<file path="config.mk">
export PLATFORM = sky130hd
export DESIGN_NAME = key_load_ctrl
export DESIGN_NICKNAME = d
export VERILOG_FILES = /design/src/rtl/key_load_ctrl.sv
export SDC_FILE = /design/constraint.sdc
export NUM_CORES = 1
export LEC_CHECK = 0
export CAP_MARGIN = 30
export CELL_PAD_IN_SITES_DETAIL_PLACEMENT = 2
export CELL_PAD_IN_SITES_GLOBAL_PLACEMENT = 2
export CORE_UTILIZATION = 33
export CTS_CLUSTER_SIZE = 28
export DETAILED_ROUTE_END_ITERATION = 7
export GPL_ROUTABILITY_DRIVEN = 0
export PLACE_DENSITY = 0.82
export REMOVE_ABC_BUFFERS = 1
export SETUP_SLACK_MARGIN = 0.02
export SLEW_MARGIN = 15
export SYNTH_ARGS = -nofsm -noshare
export SYNTH_HDL_FRONTEND = slang
export SYNTH_SLANG_ARGS = --single-unit
</file>
<file path="constraint.sdc">
create_clock -name clk -period 1.8 [get_ports clk]
set_input_delay 0.27 -clock clk [delete_from_list [all_inputs] [get_ports clk]]
set_output_delay 0.27 -clock clk [all_outputs]
set_load 0.01 [all_outputs]
</file>
<file path="src/rtl/key_load_ctrl.sv">
// Debounced load-strobe controller for three push-button keys (A, B, F).
// Define KEY_ORDER_LOCK_EN to enforce the A -> B -> F load order.
module key_load_ctrl #(
  parameter int unsigned DEBOUNCE_CYCLES = 20000
) (
  input  logic       clk,
  input  logic       rst_n,
  input  logic       key_a,
  input  logic       key_b,
  input  logic       key_f,
  output logic       ld_a,
  output logic       ld_b,
  output logic       ld_f,
  output logic [2:0] held,
  output logic       order_err
);

  localparam int unsigned CW = $clog2(DEBOUNCE_CYCLES);
  localparam logic [CW-1:0] CNT_MAX = CW'(DEBOUNCE_CYCLES - 1);

  typedef enum logic [1:0] {
    IDLE,
    DB_PRESS,
    HELD,
    DB_RELEASE
  } key_st_e;

  logic [2:0] raw;
  logic [2:0] sync1_q, sync1_d;
  logic [2:0] sync2_q, sync2_d;

  key_st_e    state_q [3];
  key_st_e    state_d [3];
  logic [CW-1:0] cnt_q [3];
  logic [CW-1:0] cnt_d [3];

  logic [2:0] cand;
  logic [2:0] pass;
  logic [2:0] held_q, held_d;
  logic [2:0] ld_q, ld_d;
  logic       err_q, err_d;

  assign raw = {key_f, key_b, key_a};

  always_comb begin
    sync1_d = raw;
    sync2_d = sync1_q;
    cand    = '0;
    held_d  = '0;
    for (int i = 0; i < 3; i++) begin
      state_d[i] = state_q[i];
      cnt_d[i]   = cnt_q[i];
      unique case (state_q[i])
        IDLE: begin
          if (sync2_q[i]) begin
            state_d[i] = DB_PRESS;
            cnt_d[i]   = '0;
          end
        end
        DB_PRESS: begin
          if (!sync2_q[i]) begin
            state_d[i] = IDLE;
          end else if (cnt_q[i] == CNT_MAX) begin
            state_d[i] = HELD;
            cand[i]    = 1'b1;
          end else begin
            cnt_d[i] = cnt_q[i] + CW'(1);
          end
        end
        HELD: begin
          if (!sync2_q[i]) begin
            state_d[i] = DB_RELEASE;
            cnt_d[i]   = '0;
          end
        end
        DB_RELEASE: begin
          if (sync2_q[i]) begin
            state_d[i] = HELD;
          end else if (cnt_q[i] == CNT_MAX) begin
            state_d[i] = IDLE;
          end else begin
            cnt_d[i] = cnt_q[i] + CW'(1);
          end
        end
        default: state_d[i] = IDLE;
      endcase
      held_d[i] = (state_d[i] == HELD) ||
                  (state_d[i] == DB_RELEASE);
    end
  end

`ifdef KEY_ORDER_LOCK_EN
  typedef enum logic [1:0] {
    WAIT_A,
    WAIT_B,
    WAIT_F
  } seq_e;

  seq_e seq_q, seq_d;

  // Candidates are judged against the current sequencer state;
  // an A load overrides any other next-state move.
  always_comb begin
    seq_d   = seq_q;
    pass[0] = cand[0];
    pass[1] = cand[1] && (seq_q == WAIT_B);
    pass[2] = cand[2] && (seq_q == WAIT_F);
    if (pass[2]) seq_d = WAIT_A;
    if (pass[1]) seq_d = WAIT_F;
    if (pass[0]) seq_d = WAIT_B;
    err_d = |(cand & ~pass);
  end

  always_ff @(posedge clk) begin
    if (!rst_n) seq_q <= WAIT_A;
    else        seq_q <= seq_d;
  end
`else
  always_comb begin
    pass  = cand;
    err_d = 1'b0;
  end
`endif

  assign ld_d = pass;

  always_ff @(posedge clk) begin
    if (!rst_n) begin
      sync1_q <= '0;
      sync2_q <= '0;
      held_q  <= '0;
      ld_q    <= '0;
      err_q   <= 1'b0;
      for (int i = 0; i < 3; i++) begin
        state_q[i] <= IDLE;
        cnt_q[i]   <= '0;
      end
    end else begin
      sync1_q <= sync1_d;
      sync2_q <= sync2_d;
      held_q  <= held_d;
      ld_q    <= ld_d;
      err_q   <= err_d;
      for (int i = 0; i < 3; i++) begin
        state_q[i] <= state_d[i];
        cnt_q[i]   <= cnt_d[i];
      end
    end
  end

  assign ld_a      = ld_q[0];
  assign ld_b      = ld_q[1];
  assign ld_f      = ld_q[2];
  assign held      = held_q;
  assign order_err = err_q;

endmodule

</file>
==> flow_metrics.env <==
export IMPL_core_area_mm2=0.00826
export IMPL_ys_warn_count=0
export IMPL_drive_gt1_frac=0.194
export IMPL_cts_sinks=62
export IMPL_finalHoldViolations=0
export IMPL_cp_arrival_ps=2010
export IMPL_ys_flop_type="dfxtp_1"
export IMPL_async_reset_ff_frac=0
export IMPL_cp_required_ps=2070
export IMPL_track_usage=0.214
export IMPL_synthesis_area_mm2=0.00284
export IMPL_crit_path_start_kind="register"
export IMPL_crit_path_end_kind="register"
export IMPL_cts_buffer_depth=2
export IMPL_fin_cells=482
export IMPL_ys_top_cells_by_area="dfxtp_1 44%, xor2_1 7.4%, nor2_1 4.9%"
export IMPL_area_delta_synth_final_pct=22.4
export IMPL_n_antenna_cell=0
export IMPL_cpMaxStageDelayCell="or4_1"
export IMPL_synth_top_area_frac=0.437
export IMPL_numPortBuffers=10
export IMPL_clk_latency_ps=350
export IMPL_postCtsHoldBufs=0
export IMPL_drcViolationCount=0
export IMPL_post_route_period_util=0.963
export IMPL_clkSlewWorstSetupHoldPaths_ps=70
export IMPL_p_int_mw=1.91
export IMPL_synth_edf_count=0
export IMPL_clockRootBuffer="clkbuf_8"
export IMPL_hpwl_mm=5.98
export IMPL_worstPathMaxFanout=5
export IMPL_ir_drop_mv=0.272
export IMPL_comb_power_share=0.045
export IMPL_max_stage_delay_ps=490
export IMPL_grt_pass1_vias=2899
export IMPL_crit_type="reg2reg"
export IMPL_dr_total_vias=2632
export IMPL_power_share_clock=0.407
export IMPL_antenna_found_initial=0
export IMPL_finClkSkew_ps=8.93
export IMPL_ioPinCount=12
export IMPL_start_util=0.344
export IMPL_final_cell_mix="58 x dfxtp_1, 37 x nor2_1, 35 x nand2_1, 35 x buf_4, 24 x xor2_1"
export IMPL_ys_types=45
export IMPL_leakagePower_nw=1.28
export IMPL_crit_chain="and4_4, nand2_2, or4_4, or4_1, o21ai_1"
export IMPL_ys_seq_area_frac=0.437
export IMPL_synth_cells=332
export IMPL_status="complete, no violations"
export IMPL_cap_violations=0
export IMPL_p_per_area_mw_per_mm2=726
export IMPL_rsz0062_at_grt="yes"
export IMPL_tightest_slew_ps=605
export IMPL_switching_share=0.246
export IMPL_die_h_um=94.8
export IMPL_die_area_mm2=0.00899
export IMPL_fp_dieW_um=94.8
export IMPL_vias_per_cell=5.46
export IMPL_pwr_share_seq=0.548
export IMPL_final_common_cell="dfxtp_1"
export IMPL_hold_path_class="reg2reg"
export IMPL_numCtsBuffers=9
export IMPL_place_inst=466
export IMPL_dr_first_iter_drc_count=96
export IMPL_maxSlewViolCount=0
export IMPL_yosys_area_top_type="dfxtp_1"
export IMPL_syn_avg_cell_area_um2=8.56
export IMPL_p_sw_mw=0.621
export IMPL_htreeDepth=3
export IMPL_fin_total_pwr_mw=2.53
export IMPL_detail_route_antenna_nets=0
export IMPL_final_nets=381
export IMPL_fin_crit_ps=1730
export IMPL_gr_total_overflow=0
export IMPL_routed_wl_mm=8.61
export IMPL_finalSetupViolations=0
export IMPL_grt_max_degree=15
export IMPL_rows=33
export IMPL_hold_slack_ps=440
export IMPL_yosys_register_bits=62
export IMPL_wl_per_cell_um=17.9
export IMPL_max_freq_ghz=0.577
export IMPL_grt_pass1_wl_mm=14.6
export IMPL_cts_tree="yes"
export IMPL_drtPass1Iterations=4
export IMPL_relSlewSlack=0.592
-- state kept, by name (all words and copies together) (netlist names) --
register  count
cnt_q        45
state_q       5
held          3
ld_q          3
sync1_q       3
sync2_q       3
-- synthesized netlist by cell type, drive strengths merged, types with 3 or more instances --
cell type,n
clkbuf,13
or4,8
nand4b,3
xor2,24
nor2,37
inv,6
nor3,8
buf,3
nand3,25
nand4,16
and4,8
dfxtp,62
o22ai,3
and2,8
o21ai,14
and3,6
ha,3
nor4bb,4
a21oi,19
nand2,37
mux2i,3
-- per-layer routing --
metal  GRT usage  vias to the layer above  wire, µm
met4      0.0884                        0       145
met1       0.244                     1338      3770
met2       0.396                       17      4590
li1            -                     1265         -
met5           0                        -         0
met3      0.0298                       12       108
-- repair_timing --
| action | 4_1_cts | 5_1_grt |
|---|---|---|
| pin swaps | 1 | 6 |
| setup buffers | 0 | 1 |
| endpoints found under the setup margin | 12 | 22 |
| gates resized for setup | 7 | 15 |
-- final cells by class --
type | instances | area, µm²
Sequential cell | 62 | 1250
Multi-Input combinational cell | 248 | 1540
Clock buffer | 10 | 128
Tap cell | 105 | 131
Timing Repair Buffer | 46 | 383
Fill cell | 934 | 4780
Inverter | 6 | 22.5
Clock inverter | 5 | 27.5
-- worst paths after layout --
check	startpoint	to	slack, ps	cells past startpoint
worst max-delay path	cnt_q[0][0]$_SDFFE_PN0P_	cnt_q[0][11]$_SDFFE_PN0P_	70	5
worst min-delay path	sync1_q[0]$_SDFF_PN0_	sync2_q[0]$_SDFF_PN0_	440	1
worst max register to register	cnt_q[0][0]$_SDFFE_PN0P_	cnt_q[0][11]$_SDFFE_PN0P_	70	5
worst min register to register	sync1_q[0]$_SDFF_PN0_	sync2_q[0]$_SDFF_PN0_	440	1
-- metrics by stage --
stage	utilization	TNS, ps	cell area (µm²)	setup slack (ps)
final	0.422	0	3480	67.3
after global routing	0.422	0	3480	13.1
after CTS	0.414	0	3420	14.4
after detailed placement	0.393	-50.6	3240	-50.6
after global placement	0.393	0	3240	34.2
after floorplan	-	0	2740	28.0
-- critical path: cells and delay by family (launching register included) --
| kind | cells | cell delay (ps) |
|---|---|---|
| flip-flops | 1 | 370 |
| AO/OA/AOI/OAI | 1 | 90 |
| AND/OR/NAND/NOR | 4 | 1230 |
-- power groups by stage --
stage | logic [mW] | registers, mW | clock network [mW]
after floorplan | 0.0402 | 1.42 | 0
after global placement | 0.104 | 1.42 | 0
after detailed placement | 0.109 | 1.42 | 0
after CTS | 0.111 | 1.39 | 1.07
after global routing | 0.123 | 1.39 | 1.13
final | 0.113 | 1.39 | 1.03
-- cell families (layout without fill, tap and decap cells) --
kind of cell	Yosys count	in the layout	synth area share
buf+inv	22	67	0.0449
simple gates	168	168	0.314
compound gates	47	47	0.0990
flops	62	62	0.437
other cells	1	1	0.00132
fa+ha+maj	3	3	0.0132
xor+xnor	26	26	0.0801
mux	3	3	0.0106
Note: power is estimated with default switching activity, not from simulation.
